<file path="src/rtl/read_logic_gen_if.sv">
// Read-sequencer bus: pass control and back-pressure from the consumer, and
// the BRAM read port plus data qualifiers and status driven by the sequencer.
//   start_read  : one-cycle pulse that starts a pass        (master -> slave)
//   stall       : consumer back-pressure                    (master -> slave)
//   bram_addr   : BRAM read address                         (slave -> master)
//   bram_en     : BRAM read enable                          (slave -> master)
//   data_valid  : BRAM output data valid this cycle         (slave -> master)
//   data_last   : last word of a tile, qualifies data_valid (slave -> master)
//   busy        : sequencer is not idle                     (slave -> master)
//   read_done   : one-cycle pulse at the end of a pass      (slave -> master)
interface read_logic_gen_if #(
    parameter int unsigned ADDR_WIDTH = 16
) ();
    logic                  start_read;
    logic                  stall;
    logic [ADDR_WIDTH-1:0] bram_addr;
    logic                  bram_en;
    logic                  data_valid;
    logic                  data_last;
    logic                  busy;
    logic                  read_done;

    modport master (
        output start_read, stall,
        input  bram_addr, bram_en, data_valid, data_last, busy, read_done
    );

    modport slave (
        input  start_read, stall,
        output bram_addr, bram_en, data_valid, data_last, busy, read_done
    );
endinterface

</file>
<file path="src/rtl/read_logic_gen.sv">
// BRAM read-address sequencer. A pass walks NUM_TILES tiles of
// NUM_READS_PER_TILE reads each, one read per unstalled cycle, then waits out
// the BRAM latency before pulsing read_done.
//   clk    : clock, rising edge
//   rst_n  : asynchronous active-low reset
//   bus    : read_logic_gen_if slave (start_read/stall in; BRAM port,
//            data_valid/data_last, busy, read_done out)
module read_logic_gen #(
    parameter int unsigned NUM_READS_PER_TILE = 16,
    parameter int unsigned NUM_TILES          = 24,
    parameter int unsigned ADDR_WIDTH         = 16,
    parameter int unsigned ADDR_STRIDE        = 24,
    parameter int unsigned BRAM_LATENCY       = 2
) (
    input  logic             clk,
    input  logic             rst_n,
    read_logic_gen_if.slave  bus
);

    localparam int unsigned OFF_W  = (NUM_READS_PER_TILE > 1) ? $clog2(NUM_READS_PER_TILE) : 1;
    localparam int unsigned TILE_W = (NUM_TILES > 1) ? $clog2(NUM_TILES) : 1;
    localparam int unsigned DRN_W  = (BRAM_LATENCY > 1) ? $clog2(BRAM_LATENCY) : 1;

    typedef enum logic [1:0] {StIdle, StReading, StDrain, StDone} state_e;

    state_e                  r_state, w_state_next;
    logic [OFF_W-1:0]        r_read_offset, w_read_offset_next;
    logic [TILE_W-1:0]       r_tile_idx, w_tile_idx_next;
    logic [DRN_W-1:0]        r_drain_cnt, w_drain_cnt_next;
    logic [BRAM_LATENCY-1:0] r_valid_pipe, r_last_pipe;
    logic                    w_bram_en, w_read_done;
    logic                    w_offset_wrap, w_tile_wrap;
    logic [ADDR_WIDTH-1:0]   w_bram_addr;

    assign w_offset_wrap = (r_read_offset == OFF_W'(NUM_READS_PER_TILE - 1));
    assign w_tile_wrap   = (r_tile_idx == TILE_W'(NUM_TILES - 1));

    always_ff @(posedge clk or negedge rst_n) begin
        if (!rst_n) begin
            r_state       <= StIdle;
            r_read_offset <= '0;
            r_tile_idx    <= '0;
            r_drain_cnt   <= '0;
        end else begin
            r_state       <= w_state_next;
            r_read_offset <= w_read_offset_next;
            r_tile_idx    <= w_tile_idx_next;
            r_drain_cnt   <= w_drain_cnt_next;
        end
    end

    always_comb begin
        w_state_next       = r_state;
        w_read_offset_next = r_read_offset;
        w_tile_idx_next    = r_tile_idx;
        w_drain_cnt_next   = r_drain_cnt;
        w_bram_en          = 1'b0;
        w_read_done        = 1'b0;
        unique case (r_state)
            StIdle: begin
                if (bus.start_read) w_state_next = StReading;
            end
            StReading: begin
                if (!bus.stall) begin
                    w_bram_en = 1'b1;
                    if (w_offset_wrap) begin
                        w_read_offset_next = '0;
                        if (w_tile_wrap) begin
                            // Final issue of the pass: drain the BRAM pipeline.
                            w_tile_idx_next  = '0;
                            w_drain_cnt_next = '0;
                            w_state_next     = StDrain;
                        end else begin
                            w_tile_idx_next = r_tile_idx + 1'b1;
                        end
                    end else begin
                        w_read_offset_next = r_read_offset + 1'b1;
                    end
                end
            end
            StDrain: begin
                // Last read's data appears in the final drain cycle.
                if (r_drain_cnt == DRN_W'(BRAM_LATENCY - 1)) begin
                    w_state_next = StDone;
                end else begin
                    w_drain_cnt_next = r_drain_cnt + 1'b1;
                end
            end
            StDone: begin
                w_read_done        = 1'b1;
                w_read_offset_next = '0;
                w_tile_idx_next    = '0;
                w_state_next       = StIdle;
            end
            default: w_state_next = StIdle;
        endcase
    end

    // Valid/last shift registers model the BRAM read latency, independent of stall.
    always_ff @(posedge clk or negedge rst_n) begin
        if (!rst_n) begin
            r_valid_pipe <= '0;
            r_last_pipe  <= '0;
        end else begin
            r_valid_pipe[0] <= w_bram_en;
            r_last_pipe[0]  <= w_bram_en & w_offset_wrap;
            for (int i = 1; i < BRAM_LATENCY; i++) begin
                r_valid_pipe[i] <= r_valid_pipe[i-1];
                r_last_pipe[i]  <= r_last_pipe[i-1];
            end
        end
    end

    // Address arithmetic wraps modulo 2^ADDR_WIDTH.
    assign w_bram_addr = ADDR_WIDTH'(r_tile_idx)
                       + ADDR_WIDTH'(r_read_offset) * ADDR_WIDTH'(ADDR_STRIDE);

    assign bus.bram_addr  = w_bram_addr;
    assign bus.bram_en    = w_bram_en;
    assign bus.data_valid = r_valid_pipe[BRAM_LATENCY-1];
    assign bus.data_last  = r_last_pipe[BRAM_LATENCY-1];
    assign bus.busy       = (r_state != StIdle);
    assign bus.read_done  = w_read_done;

endmodule

</file>
<file path="src/flat_wrapper.sv">
// flat-port wrapper written by rule: the top's interface ports become plain ports
module read_logic_gen_flat 
#(
    parameter int unsigned NUM_READS_PER_TILE = 16,
    parameter int unsigned NUM_TILES          = 24,
    parameter int unsigned ADDR_WIDTH         = 16,
    parameter int unsigned ADDR_STRIDE        = 24,
    parameter int unsigned BRAM_LATENCY       = 2
)
  (clk, rst_n, bus_start_read, bus_stall, bus_bram_addr, bus_bram_en, bus_data_valid, bus_data_last, bus_busy, bus_read_done);
  read_logic_gen_if #(.ADDR_WIDTH(ADDR_WIDTH)) bus_i ();
  input  logic clk;
  input  logic rst_n;
  input wire logic [$bits(bus_i.start_read)-1:0] bus_start_read;
  input wire logic [$bits(bus_i.stall)-1:0] bus_stall;
  output wire logic [$bits(bus_i.bram_addr)-1:0] bus_bram_addr;
  output wire logic [$bits(bus_i.bram_en)-1:0] bus_bram_en;
  output wire logic [$bits(bus_i.data_valid)-1:0] bus_data_valid;
  output wire logic [$bits(bus_i.data_last)-1:0] bus_data_last;
  output wire logic [$bits(bus_i.busy)-1:0] bus_busy;
  output wire logic [$bits(bus_i.read_done)-1:0] bus_read_done;
  assign bus_i.start_read = bus_start_read;
  assign bus_i.stall = bus_stall;
  assign bus_bram_addr = bus_i.bram_addr;
  assign bus_bram_en = bus_i.bram_en;
  assign bus_data_valid = bus_i.data_valid;
  assign bus_data_last = bus_i.data_last;
  assign bus_busy = bus_i.busy;
  assign bus_read_done = bus_i.read_done;
  read_logic_gen #(.NUM_READS_PER_TILE(NUM_READS_PER_TILE), .NUM_TILES(NUM_TILES), .ADDR_WIDTH(ADDR_WIDTH), .ADDR_STRIDE(ADDR_STRIDE), .BRAM_LATENCY(BRAM_LATENCY)) u_core (.clk(clk), .rst_n(rst_n), .bus(bus_i));
endmodule
</file>
<file path="config.mk">
export PLATFORM = sky130hd
export DESIGN_NAME = read_logic_gen_flat
export DESIGN_NICKNAME = d
export VERILOG_FILES = /design/src/rtl/read_logic_gen_if.sv /design/src/rtl/read_logic_gen.sv /design/src/flat_wrapper.sv
export SDC_FILE = /design/constraint.sdc
export NUM_CORES = 1
export LEC_CHECK = 0
export ABC_AREA = 1
export ABC_CLOCK_PERIOD_IN_PS = 2100
export CAP_MARGIN = 20
export CELL_PAD_IN_SITES_DETAIL_PLACEMENT = 0
export CELL_PAD_IN_SITES_GLOBAL_PLACEMENT = 1
export CORE_MARGIN = 5
export CORE_UTILIZATION = 38
export CTS_BUF_LIST = sky130_fd_sc_hd__clkbuf_4 sky130_fd_sc_hd__clkbuf_8
export DETAILED_ROUTE_END_ITERATION = 12
export PLACE_DENSITY_LB_ADDON = 0.1
export RECOVER_POWER = 100
export SLEW_MARGIN = 5
export SYNTH_ARGS = -nofsm -noshare
export SYNTH_HDL_FRONTEND = slang
export SYNTH_SLANG_ARGS = --single-unit
</file>
<file path="constraint.sdc">
create_clock -name clk -period 2.1 [get_ports clk]
set_input_delay 0.21 -clock clk [delete_from_list [all_inputs] [get_ports clk]]
set_output_delay 0.21 -clock clk [all_outputs]
set_load 0.005 [all_outputs]
</file>
==> results.json <==
{
  "outcome": "complete, but fails checks",
  "violations": "negative setup slack",
  "p_total_uw": 1840,
  "critPathArrivalTime_ns": 2.06,
  "p_sw_share_pct": 41.1,
  "synthDistinctLibCells": 26,
  "numPlacedInstances": 218,
  "drv_slew": 0,
  "rows": 20,
  "ys_seq_area_share_pct": 33.6,
  "ios": 25,
  "antenna_found_initial": 0,
  "synthesis.area_um2": 1190,
  "design_area_um2": 1610,
  "finalNetCount": 206,
  "leakagePower_uw": 0.000852,
  "rsz0062_at_grt": "yes",
  "hold_class": "reg2reg",
  "ys_ff_latch": 16,
  "cts-htree-levels": 1,
  "clkSlewWorstSetupHoldPaths_ns": 0.09,
  "die_w_um": 66.0,
  "nFillCells": 308,
  "drive_above_1_share_pct": 27.4,
  "initial_core_util_pct": 39.3,
  "cts_tree": "done",
  "p_int_uw": 1090,
  "die_area_um2": 4350,
  "cts_root_buf": "clkbuf_4",
  "p_switching_uw": 758,
  "dpl.hpwl_um": 2040,
  "drc_errors": 0,
  "coreArea_um2": 3030,
  "finalCriticalPeriod_ns": 2.27,
  "antenna_cells": 0,
  "grt_max_degree": 17,
  "fin_setup_tns_ns": -0.469,
  "clockBufferDepth": 2,
  "cp-end-kind": "output port",
  "crit_required_ns": 1.89,
  "placed_area_um2": 1470,
  "syn_inst": 148,
  "pwr-share-clk_pct": 10.9,
  "via_per_inst": 4.48,
  "portBuffers": 18,
  "ant_nets": 0,
  "relSlewSlack_pct": 49.6,
  "grt_pass1_wl_um": 4490,
  "via_count": 1030,
  "routed_wl_um": 2600,
  "worst_pin_slew_ns": 0.754,
  "cts_buffers": 3,
  "p_comb_share_pct": 63.8,
  "drt_iter0_markers": 33,
  "cp_max_fo": 4,
  "hold_viol_final": 0,
  "seq_power_share_pct": 25.3,
  "setup_viol_count_final": 4,
  "instances_no_fill": 230,
  "grt.total_usage_pct": 12.9,
  "fin_skew_ns": 0.00233,
  "post-route-period-util_pct": 108,
  "first_pass_iters": 4,
  "peakVddDrop_uv": 552,
  "maxCapViolations": 0,
  "synth_area_per_cell_um2": 8.05,
  "startpoint_type": "flop",
  "die_h_um": 66.0,
  "fin_ws_ns": -0.170,
  "regArea_um2": 403,
  "fmax_mhz": 440,
  "syn_to_final_growth_pct": 35.4,
  "power.density_nw_per_um2": 1140,
  "grt_overflow": 0,
  "grt_pass1_vias": 1077,
  "yosys_warnings": 0,
  "worstSetupPathType": "reg2out",
  "gp_routability_congestion": 0.759,
  "multi_input_area_um2": 713,
  "clock-sinks": 16,
  "clkLatencyLatePin_ns": 0.28,
  "wl_per_cell_um": 11.3
}
-- metrics by stage --
| step | util [%] | setup WS [ns] | hold slack (ns) |
|---|---|---|---|
| 3_3_place_gp | 48.5 | -0.111 | 0.333 |
| 4_1_cts | 50.1 | -0.222 | 0.364 |
| 6_report | 53.3 | -0.170 | 0.357 |
| 2_1_floorplan | - | 0.313 | -0.0856 |
| 5_1_grt | 53.3 | -0.249 | 0.373 |
| 3_5_place_dp | 48.5 | -0.182 | 0.342 |
-- power by group through the flow --
| stage | Sequential (µW) | Clock [µW] | Combinational, µW |
|---|---|---|---|
| after CTS | 457 | 211 | 1060 |
| after global routing | 477 | 228 | 1310 |
| final | 466 | 201 | 1180 |
| after global placement | 456 | 0 | 1060 |
| after detailed placement | 463 | 0 | 1080 |
| after floorplan | 462 | 0 | 603 |
-- metal layers --
| layer | vias to the layer above | track usage [%] | wire [µm] |
|---|---|---|---|
| li1 | 533 | - | - |
| met1 | 476 | 14.9 | 1180 |
| met2 | 19 | 23.9 | 1310 |
| met3 | 2 | 3.23 | 92 |
| met4 | 0 | 2.54 | 15 |
| met5 | - | 0 | 0 |
-- cell usage after synthesis (all sizes together) --
cell type | number | share of area (%)
nand4 | 1 | 0.53
ha | 13 | 14
a31oi | 1 | 0.53
nand2 | 38 | 14
o22ai | 2 | 1.1
fa | 2 | 3.4
a22oi | 1 | 1.1
o211ai | 1 | 0.63
mux2i | 1 | 0.84
buf | 9 | 5.7
conb | 1 | 0.31
a21oi | 5 | 2.1
nand3 | 15 | 6.3
nor2 | 9 | 3.9
xnor2 | 1 | 0.74
o21ai | 5 | 2.1
xor2 | 3 | 2.2
inv | 23 | 7.2
or2 | 1 | 0.53
dfrtp | 16 | 34
-- layout by cell type (no fill, tap or decap), types with 3 or more instances in the layout --
cell type	n
clkdlybuf4s50_1	3
dfrtp_1	14
a21oi_1	5
inv_1	21
buf_2	5
clkbuf_4	4
ha_4	3
nand2_1	29
nand3_1	14
nand2_2	7
dlygate4sd3_1	9
ha_1	10
buf_6	3
o21ai_0	3
buf_4	16
conb_1	6
nor2_1	7
xor2_1	3
-- registers in the layout, summed over array words and instances (netlist names) --
signal	cells
u_core.r_valid_pipe	2
u_core.r_drain_cnt	1
u_core.r_tile_idx	5
u_core.r_read_offset	4
u_core.r_last_pipe	2
u_core.r_state	2
-- final cells by class --
| class | count | share of cell area [%] |
|---|---|---|
| flip-flops and latches | 16 | 25.0 |
| multi-input cells | 105 | 44.2 |
| well taps | 44 | 3.41 |
| clock buffers | 4 | 2.25 |
| repair buffers | 38 | 19.8 |
| inverters | 23 | 5.35 |
-- cell families after synthesis --
family / after synthesis / share of synthesized area, %
compound gates: 15 / 7.46
xor+xnor: 4 / 2.94
fa+ha+maj: 15 / 17.0
buf+inv: 32 / 12.9
flops: 16 / 33.6
mux: 1 / 0.840
other cells: 1 / 0.315
simple gates: 64 / 24.9
-- what timing repair did --
action	in CTS	in global routing
hold buffers	0	0
resized for setup	26	19
buffers inserted	4	5
setup endpoints to repair	6	7
pin swaps	10	11
-- path summary, 6_finish.rpt --
| check | start | end | slack [ns] | cells past startpoint |
|---|---|---|---|---|
| max | u_core.r_read_offset[1] | bus_bram_addr[7] | -0.17 | 8 |
| min | u_core.r_valid_pipe[0] | u_core.r_valid_pipe[1] | 0.36 | 0 |
| max reg2reg | u_core.r_read_offset[2] | u_core.r_tile_idx[4] | 0.19 | 10 |
| min reg2reg | u_core.r_valid_pipe[0] | u_core.r_valid_pipe[1] | 0.36 | 0 |
| max in group asynchronous | rst_n | u_core.r_read_offset[1] | 1.15 | 1 |
| min in group asynchronous | rst_n | u_core.r_last_pipe[1] | 0.43 | 1 |
-- worst max-delay path, stage by stage (launching register included) --
cell and delay (ns):
dfrtp_2 0.46, ha_4 0.18, fa_2 0.58, nand2_2 0.07, nor2_2 0.12, buf_4 0.11, nand3_1 0.08, nand2_1 0.07
buf_2 0.10
Power figures use the tool's default switching activity.
